## src/rtl/mem_access.sv

```systemverilog
// Memory stage: byte-serial little-endian loads/stores; non-memory ops pass through combinationally.
// Store of N bytes retires (done_o) in cycle N+1 after accept, load in N+2; stall_o holds upstream meanwhile.
module mem_access #(
  parameter int ADDR_W  = 32,
  parameter int ALUOP_W = 8
) (
  input  logic               clk,
  input  logic               rst,
  input  logic               valid_i,
  input  logic [ALUOP_W-1:0] aluop_i,
  input  logic [31:0]        addr_i,
  input  logic [31:0]        wdata_i,
  input  logic [4:0]         wAddr_i,
  input  logic               wreg_i,
  output logic [4:0]         wAddr_o,
  output logic [31:0]        wData_o,
  output logic               wreg_o,
  output logic               stall_o,
  output logic               done_o,
  output logic [ADDR_W-1:0]  mem_a_o,
  output logic               mem_wr_o,
  output logic [7:0]         mem_dout_o,
  input  logic [7:0]         mem_din_i
);

  localparam logic [ALUOP_W-1:0] EXE_OP_LB  = 8'h80;
  localparam logic [ALUOP_W-1:0] EXE_OP_LH  = 8'h81;
  localparam logic [ALUOP_W-1:0] EXE_OP_LW  = 8'h83;
  localparam logic [ALUOP_W-1:0] EXE_OP_LBU = 8'h84;
  localparam logic [ALUOP_W-1:0] EXE_OP_LHU = 8'h85;
  localparam logic [ALUOP_W-1:0] EXE_OP_SB  = 8'h88;
  localparam logic [ALUOP_W-1:0] EXE_OP_SH  = 8'h89;
  localparam logic [ALUOP_W-1:0] EXE_OP_SW  = 8'h8B;

  typedef enum logic [1:0] {S_IDLE, S_LOAD, S_STORE, S_DONE} state_e;

  state_e               state_q, state_d;
  logic [2:0]           cnt_q, cnt_d;
  logic [ALUOP_W-1:0]   op_q, op_d;
  logic [4:0]           waddr_q, waddr_d;
  logic                 wreg_q, wreg_d;
  logic [31:0]          data_q, data_d;
  logic [31:0]          ld_q, ld_d;
  logic [ADDR_W-1:0]    mem_a_q, mem_a_d;
  logic                 mem_wr_q, mem_wr_d;
  logic [7:0]           dout_q, dout_d;
  logic                 rd_vld_q, rd_vld_d;

  logic [2:0]           n_q;
  logic [2:0]           cnt_inc;
  logic [3:0]           issued;
  logic [31:0]          st_sh;
  logic [31:0]          ld_ext;

  function automatic logic [2:0] op_bytes(input logic [ALUOP_W-1:0] op);
    case (op)
      EXE_OP_LB, EXE_OP_LBU, EXE_OP_SB: op_bytes = 3'd1;
      EXE_OP_LH, EXE_OP_LHU, EXE_OP_SH: op_bytes = 3'd2;
      EXE_OP_LW, EXE_OP_SW:             op_bytes = 3'd4;
      default:                          op_bytes = 3'd0;
    endcase
  endfunction

  function automatic logic is_store(input logic [ALUOP_W-1:0] op);
    is_store = (op == EXE_OP_SB) || (op == EXE_OP_SH) || (op == EXE_OP_SW);
  endfunction

  always_ff @(posedge clk) begin
    if (rst) begin
      state_q  <= S_IDLE;
      cnt_q    <= 3'd0;
      op_q     <= '0;
      waddr_q  <= 5'd0;
      wreg_q   <= 1'b0;
      data_q   <= 32'd0;
      ld_q     <= 32'd0;
      mem_a_q  <= '0;
      mem_wr_q <= 1'b0;
      dout_q   <= 8'd0;
      rd_vld_q <= 1'b0;
    end else begin
      state_q  <= state_d;
      cnt_q    <= cnt_d;
      op_q     <= op_d;
      waddr_q  <= waddr_d;
      wreg_q   <= wreg_d;
      data_q   <= data_d;
      ld_q     <= ld_d;
      mem_a_q  <= mem_a_d;
      mem_wr_q <= mem_wr_d;
      dout_q   <= dout_d;
      rd_vld_q <= rd_vld_d;
    end
  end

  always_comb begin
    state_d  = state_q;
    cnt_d    = cnt_q;
    op_d     = op_q;
    waddr_d  = waddr_q;
    wreg_d   = wreg_q;
    data_d   = data_q;
    ld_d     = ld_q;
    mem_a_d  = mem_a_q;
    mem_wr_d = mem_wr_q;
    dout_d   = dout_q;
    rd_vld_d = rd_vld_q;
    wAddr_o  = wAddr_i;
    wData_o  = wdata_i;
    wreg_o   = 1'b0;
    stall_o  = 1'b0;
    done_o   = 1'b0;

    n_q     = op_bytes(op_q);
    cnt_inc = cnt_q + 3'd1;
    st_sh   = data_q >> {cnt_inc[1:0], 3'b000};
    // Addresses already presented to the RAM: the first one, plus one per captured byte, plus one in flight.
    issued  = rd_vld_q ? ({1'b0, cnt_q} + 4'd2) : 4'd1;

    case (op_q)
      EXE_OP_LB:  ld_ext = {{24{ld_q[7]}}, ld_q[7:0]};
      EXE_OP_LH:  ld_ext = {{16{ld_q[15]}}, ld_q[15:0]};
      EXE_OP_LBU: ld_ext = {24'd0, ld_q[7:0]};
      EXE_OP_LHU: ld_ext = {16'd0, ld_q[15:0]};
      EXE_OP_LW:  ld_ext = ld_q;
      default:    ld_ext = data_q;
    endcase

    case (state_q)
      S_IDLE: begin
        if (valid_i) begin
          if (op_bytes(aluop_i) != 3'd0) begin
            stall_o  = 1'b1;
            op_d     = aluop_i;
            waddr_d  = wAddr_i;
            wreg_d   = wreg_i;
            data_d   = wdata_i;
            ld_d     = 32'd0;
            mem_a_d  = addr_i[ADDR_W-1:0];
            cnt_d    = 3'd0;
            rd_vld_d = 1'b0;
            if (is_store(aluop_i)) begin
              mem_wr_d = 1'b1;
              dout_d   = wdata_i[7:0];
              state_d  = S_STORE;
            end else begin
              state_d  = S_LOAD;
            end
          end else begin
            wreg_o = wreg_i;
          end
        end
      end
      S_STORE: begin
        stall_o = 1'b1;
        if (cnt_q != n_q - 3'd1) begin
          mem_a_d = mem_a_q + ADDR_W'(1);
          dout_d  = st_sh[7:0];
          cnt_d   = cnt_inc;
        end else begin
          mem_wr_d = 1'b0;
          state_d  = S_DONE;
        end
      end
      S_LOAD: begin
        stall_o  = 1'b1;
        rd_vld_d = 1'b1;
        if (issued < {1'b0, n_q}) mem_a_d = mem_a_q + ADDR_W'(1);
        if (rd_vld_q) begin
          case (cnt_q[1:0])
            2'd0:    ld_d[7:0]   = mem_din_i;
            2'd1:    ld_d[15:8]  = mem_din_i;
            2'd2:    ld_d[23:16] = mem_din_i;
            default: ld_d[31:24] = mem_din_i;
          endcase
          cnt_d = cnt_inc;
          if (cnt_q == n_q - 3'd1) state_d = S_DONE;
        end
      end
      S_DONE: begin
        done_o  = 1'b1;
        wAddr_o = waddr_q;
        wData_o = ld_ext;
        wreg_o  = wreg_q & ~is_store(op_q);
        state_d = S_IDLE;
      end
      default: state_d = S_IDLE;
    endcase
  end

  assign mem_a_o    = mem_a_q;
  assign mem_wr_o   = mem_wr_q;
  assign mem_dout_o = dout_q;

endmodule

```

## config.mk

```make
export PLATFORM = sky130hd
export DESIGN_NAME = mem_access
export DESIGN_NICKNAME = d
export VERILOG_FILES = /design/src/rtl/mem_access.sv
export SDC_FILE = /design/constraint.sdc
export NUM_CORES = 1
export LEC_CHECK = 0
export ABC_AREA = 1
export CAP_MARGIN = 20
export CORE_ASPECT_RATIO = 0.7
export CORE_UTILIZATION = 46
export DETAILED_ROUTE_END_ITERATION = 8
export PLACE_DENSITY_LB_ADDON = 0.1
export SYNTH_ARGS = -nofsm -noshare
export SYNTH_HDL_FRONTEND = slang
export SYNTH_SLANG_ARGS = --single-unit
```

## constraint.sdc

```tcl
create_clock -name clk -period 2.4 [get_ports clk]
set_input_delay 0.48 -clock clk [delete_from_list [all_inputs] [get_ports clk]]
set_output_delay 0.48 -clock clk [all_outputs]
set_load 0.05 [all_outputs]
```

# Word-level counts from Yosys, hierarchy flattened
# Cells that the tools add are included.
# totals
word_cells	139
ff_bits	125
output_inout_bits	81
# classes
muxes	53
n_eq_ne	35
n_reduce_logical	29
bitwise	2
shift	1
n_lt_le_gt_ge	1
addsub	4
# op_table
operator	n
2-to-1 mux 32 bit	8
one-hot mux 32 bit (5 select lines)	1
== test 8 bit (second input constant)	16
one-hot mux 32 bit (3 select lines)	1
2-to-1 mux 8 bit	8
one-hot mux 32 bit (2 select lines)	1
AND reduction 5 bit	9
adder 32 x 1 -> 32 bit (second input constant)	1
right shift 32 x 5 -> 8 bit	1
one-hot mux 3 bit (3 select lines)	3
2-to-1 mux 3 bit	6
!= test 2 bit (second input constant)	9
one-hot mux 8 bit (2 select lines)	1
OR reduction 3 bit	5
2-to-1 mux 2 bit	6
2-to-1 mux 1 bit	11
one-hot mux 1 bit (2 select lines)	4
one-hot mux 2 bit (4 select lines)	1
== test 2 bit (second input constant)	3
!= test 2 x 1 -> 1 bit (second input constant)	3
AND reduction 3 bit	2
nonzero test 3 bit	2
OR reduction 2 bit	3
2-to-1 mux 5 bit	1
other kinds (13)	19

# Logic depth before layout (Yosys ltp)
# depth
ltp_word	9
mapped_depth	18

# Worst setup path after synthesis
# OpenSTA, ideal clock, no wires.
# synth_path
path_type	register -> output
from	register state_q[0]
to	output port wAddr_o[1]
arrival_ps	2639
setup_slack_ps	-719
stages_incl_launch_ff	6
required_time_ps	1920
path_cell_list	dfxtp_1 > ha_1 > clkbuf_1 > clkinv_1 > clkbuf_1 > o21ai_0
# synth_between
elab_chain_len	2
# synth_rtl
item	line_no	source
from (decl)	37	state_e state_q, state_d;
from (signal assigned)	82	state_q <= state_d;
== test 2 bit	129	case (state_q)
2-to-1 mux 5 bit	129	
to (decl)	15	output logic [4:0] wAddr_o,
# No other way between the ends.

# Final worst setup path
# layout_path
from	register op_q[7]
to	output port wData_o[15]
# layout_between
elab_chain_len	3
elab_cells_between_ends	7
cone_classes	eq/ne: 5; mux: 2
# layout_rtl
item	line_no	source
from (decl)	39	logic [ALUOP_W-1:0] op_q, op_d;
from (signal assigned)	84	op_q <= op_d;
== test 8 bit	120	case (op_q)
one-hot mux 32 bit (5 select lines) *	120	
2-to-1 mux 32 bit *	129	
to (decl)	16	output logic [31:0] wData_o,
# Every way passes the cells marked *; elsewhere a longest branch is shown, timed or not.

==> results.txt <==
- Final critical-path setup slack: -0.307 ns
- Die Footprint: between 15000 and 20000 sq um
- The critical path in this run is classified as reg2out.
* Routed vias/inst: roughly 5.7
- Routability-driven placement finished with a final weighted congestion of ~1.
- Dividing total power by cell area gives a power density of about 750 nW/um^2.
- Cell Area, Synth: 7490 sq um
- Global routing used roughly 33% of the available tracks across all layers.
- A synthesized cell averages 6.28 sq um.
- Ports placed on the boundary: 170
* Register Area: ~2500 sq um
- For this configuration, the core starts out at a cell density of between 40 and 50%.
* Largest net degree at the start of global routing: 53
* Root buffer cell: sky130_fd_sc_hd__clkbuf_16
- The floorplan step set the die width to about 150 microns.
* Transition time at the pin with the least slew margin: about 0.7 ns
- Hold Violations, Final: 0
- The worst-case IR drop observed on VDD is roughly 0.00053 V.
- The clock drives between 100 and 150 sinks.
- CTS built an H-tree with a depth of 4.
- Total DRC errors in the routed layout: 0
* Global-route wire length before repair: 43100 microns
* Critical path arrival: 2.23 ns
- From synthesis to final layout, the design area changed by 58.9%.
- Met1 Use GR: between 40% and 50%
- The detailed router finished its first iteration with 885 violations.
- STA classifies the critical path startpoint as a register.
* Floorplan die height: 109 microns
* Maxcap violations: 0
- Static timing analysis puts the maximum clock frequency at roughly 370 MHz.
- The top cell types in the final layout, fill and taps aside, are sky130_fd_sc_hd__nand2_1 (281), sky130_fd_sc_hd__nor2_1 (172), sky130_fd_sc_hd__clkdlybuf4s50_1 (129).
- Setup repair after global routing could not meet its margin everywhere.
* Post-placement setup slack: -0.0813 ns
* Number of buffers added on ports: ~170
- Net count reported at finish: approximately 1500
- For this run, global-route usage on met2 was measured as 48.0%.
* Clock tree from TritonCTS: done
* Top fanout value on the critical path: 2
- In this run the static leakage power is roughly 4.6 nW.
- sky130_fd_sc_hd__dfxtp_1 takes more of the synthesized area than any other cell.
- Post-synthesis net count: 1296
- Final min period: between 2 and 3 ns
* Average detailed-routed wire length per instance: roughly 18 microns
- Final clock skew: about 0.013 ns
- Flip-flop and latch count after synthesis: 125
* Met3 Usage GRT: between 7 and 8%
- The setup check on the worst reg-to-reg path leaves a slack of -0.14 ns.
* Hold crit path type: reg2reg
- The via count of the first global-routing pass was 7960.
* Number of vias after detailed routing: about 9000
- Summing the sequential cell areas from Yosys gives between 30% and 40% of the chip area.
* Failing checks: setup timing
* Run status: finished, violations left
* Area share of the leading cell type in the synthesized netlist: 33.4%
- First-pass detailed-route iteration total: 5
* Ranking of synthesized cells by area: sky130_fd_sc_hd__dfxtp_1 (33%), sky130_fd_sc_hd__nand2_1 (15%), sky130_fd_sc_hd__nor2_1 (8.8%), sky130_fd_sc_hd__a21oi_1 (8.4%), sky130_fd_sc_hd__o21ai_0 (5.7%)
- Summing all multi-input logic gate instances after layout gives between 5000 and 6000 sq um.
- For this run, the leading register cell type out of synthesis is sky130_fd_sc_hd__dfxtp_1.
- Global routing finished with a remaining overflow of 0.
* Antenna-violating nets left: 0
- Count of pins over their slew limit: 0
- The clock passes through at most 2 buffers.
- For this run, the share of the core covered by cells in the final layout is 75.8%.
- Counting the buffers created by CTS gives 17.
- Number of flops mapped to enable cells by yosys: 0
- Tightest slew margin relative to the limit: a little over half
* Count of final setup violators: 65
* Cts hold-fix bufs: 0
- After clock tree synthesis, the clock-pin slew on the worst setup and hold paths is 0.06 ns.
- Half-perimeter wire length of the detailed placement result: roughly 19000 microns
- For the worst setup path, the data required time is 1.92 ns.
- Gr busiest metal: met1
- Antenna violations before repair: 0
- The worst setup path is captured at an output pin.
- The library cell used most frequently in the layout, excluding fill and tap cells, is sky130_fd_sc_hd__nand2_1.
- During synthesis, Yosys emitted a total of 0 warnings.
- After synthesis, the netlist uses a little over 40 different library cells.
- Std-Cell Rows: 38
- Share of the clock period used by the worst path after layout: 113%
- After detailed routing, the total wire length is 29200 microns.
- Fill cells in the final layout number about 1100.
* Number of inserted diodes: 0
* Layout cells sized above 1: 20.6%
* Synth async-reset ratio: 0%
- Clock network latency to the later pin of the worst-skew pair: between 0.4 and 0.5 ns
* Cell count after synthesis: ~1200
- In this run the standard cell core region covers approximately 16000 sq um.
## through the flow
step	total power, mW	cell area, sq um	hold slack (ns)	setup TNS, ns	cells
after floorplan	4.66	7730	0.424	0	1193
after global placement	5.88	10100	0.433	-0.127	1546
after detailed placement	5.91	10100	0.436	-1.61	1546
after CTS	8.66	11500	0.442	-4.74	1593
after global routing	9.27	11900	0.470	-17.44	1596
final	8.89	11900	0.443	-10.61	1596
## area by class of cell
class	instances	share of cell area, %
clock buffers	18	3.61
clock inverters	14	1.52
inverters	90	3.04
multi-input cells	912	45.1
flip-flops and latches	125	21.1
well taps	200	2.10
repair buffers	237	23.6
## flip-flops by register name, indices dropped and copies added (netlist names)
signal / flops
ld_q: 32
wreg_q: 1
data_q: 32
mem_wr_o: 1
mem_a_o: 32
op_q: 8
waddr_q: 5
state_q: 2
mem_dout_o: 8
cnt_q: 3
rd_vld_q: 1
## critical path, stage by stage (launching register included)
cell and delay [ns]:
sky130_fd_sc_hd__dfxtp_1 0.38, sky130_fd_sc_hd__nand2_2 0.09, sky130_fd_sc_hd__nor2_4 0.13, sky130_fd_sc_hd__inv_2 0.07
sky130_fd_sc_hd__buf_6 0.11, sky130_fd_sc_hd__a2111oi_4 0.32, sky130_fd_sc_hd__nand2_1 0.20, sky130_fd_sc_hd__o211ai_1 0.16
sky130_fd_sc_hd__o21ai_1 0.10, sky130_fd_sc_hd__inv_1 0.08, sky130_fd_sc_hd__buf_6 0.15
## Yosys cell counts (7+ instances only)
cell type                  number
sky130_fd_sc_hd__nand2_1      308
sky130_fd_sc_hd__nor2_1       175
sky130_fd_sc_hd__a21oi_1      126
sky130_fd_sc_hd__dfxtp_1      125
sky130_fd_sc_hd__inv_1         85
sky130_fd_sc_hd__o21ai_0       85
sky130_fd_sc_hd__nand3_1       66
sky130_fd_sc_hd__clkbuf_1      42
sky130_fd_sc_hd__nor3_1        29
sky130_fd_sc_hd__a31oi_1       23
sky130_fd_sc_hd__o21bai_1      21
sky130_fd_sc_hd__buf_2         15
sky130_fd_sc_hd__ha_1          14
sky130_fd_sc_hd__xor2_1         9
sky130_fd_sc_hd__nand3b_1       8
sky130_fd_sc_hd__nand4_1        8
sky130_fd_sc_hd__o21ai_1        7
## what timing repair did
item	CTS	global route
setup buffers	14	3
cloned	4	1
endpoints found under the setup margin	37	82
resized for setup	123	80
pin swaps	13	15
## per-layer routing
layer	wire length, microns	part of all wire [%]
met3	3630	12
met5	0	0
met2	12500	43
met1	12600	43
met4	481	1.6
## cells by family after synthesis
kind of cell / synth area share (%)
DFF: 33.4
xor gates and xnor gates: 1.52
and+or+nand+nor: 33.8
muxes: 0.668
adders and majority gates: 2.34
AOI/OAI and AO/OA: 19.9
buffers and inverters: 8.32
## path summary, 6_finish.rpt
kind,startpoint,endpoint,cells past startpoint
worst max-delay path,op_q[7],wData_o[15],10
worst min-delay path,op_q[4],op_q[4],2
worst max register to register,op_q[7],mem_a_o[30],18
worst min register to register,op_q[4],op_q[4],2
## power by group
part / internal, mW / switching, mW
clock network: 1.65 / 1.06
registers: 2.25 / 0.271
logic: 1.38 / 2.27
No activity file was read; power rests on OpenSTA's default activity.
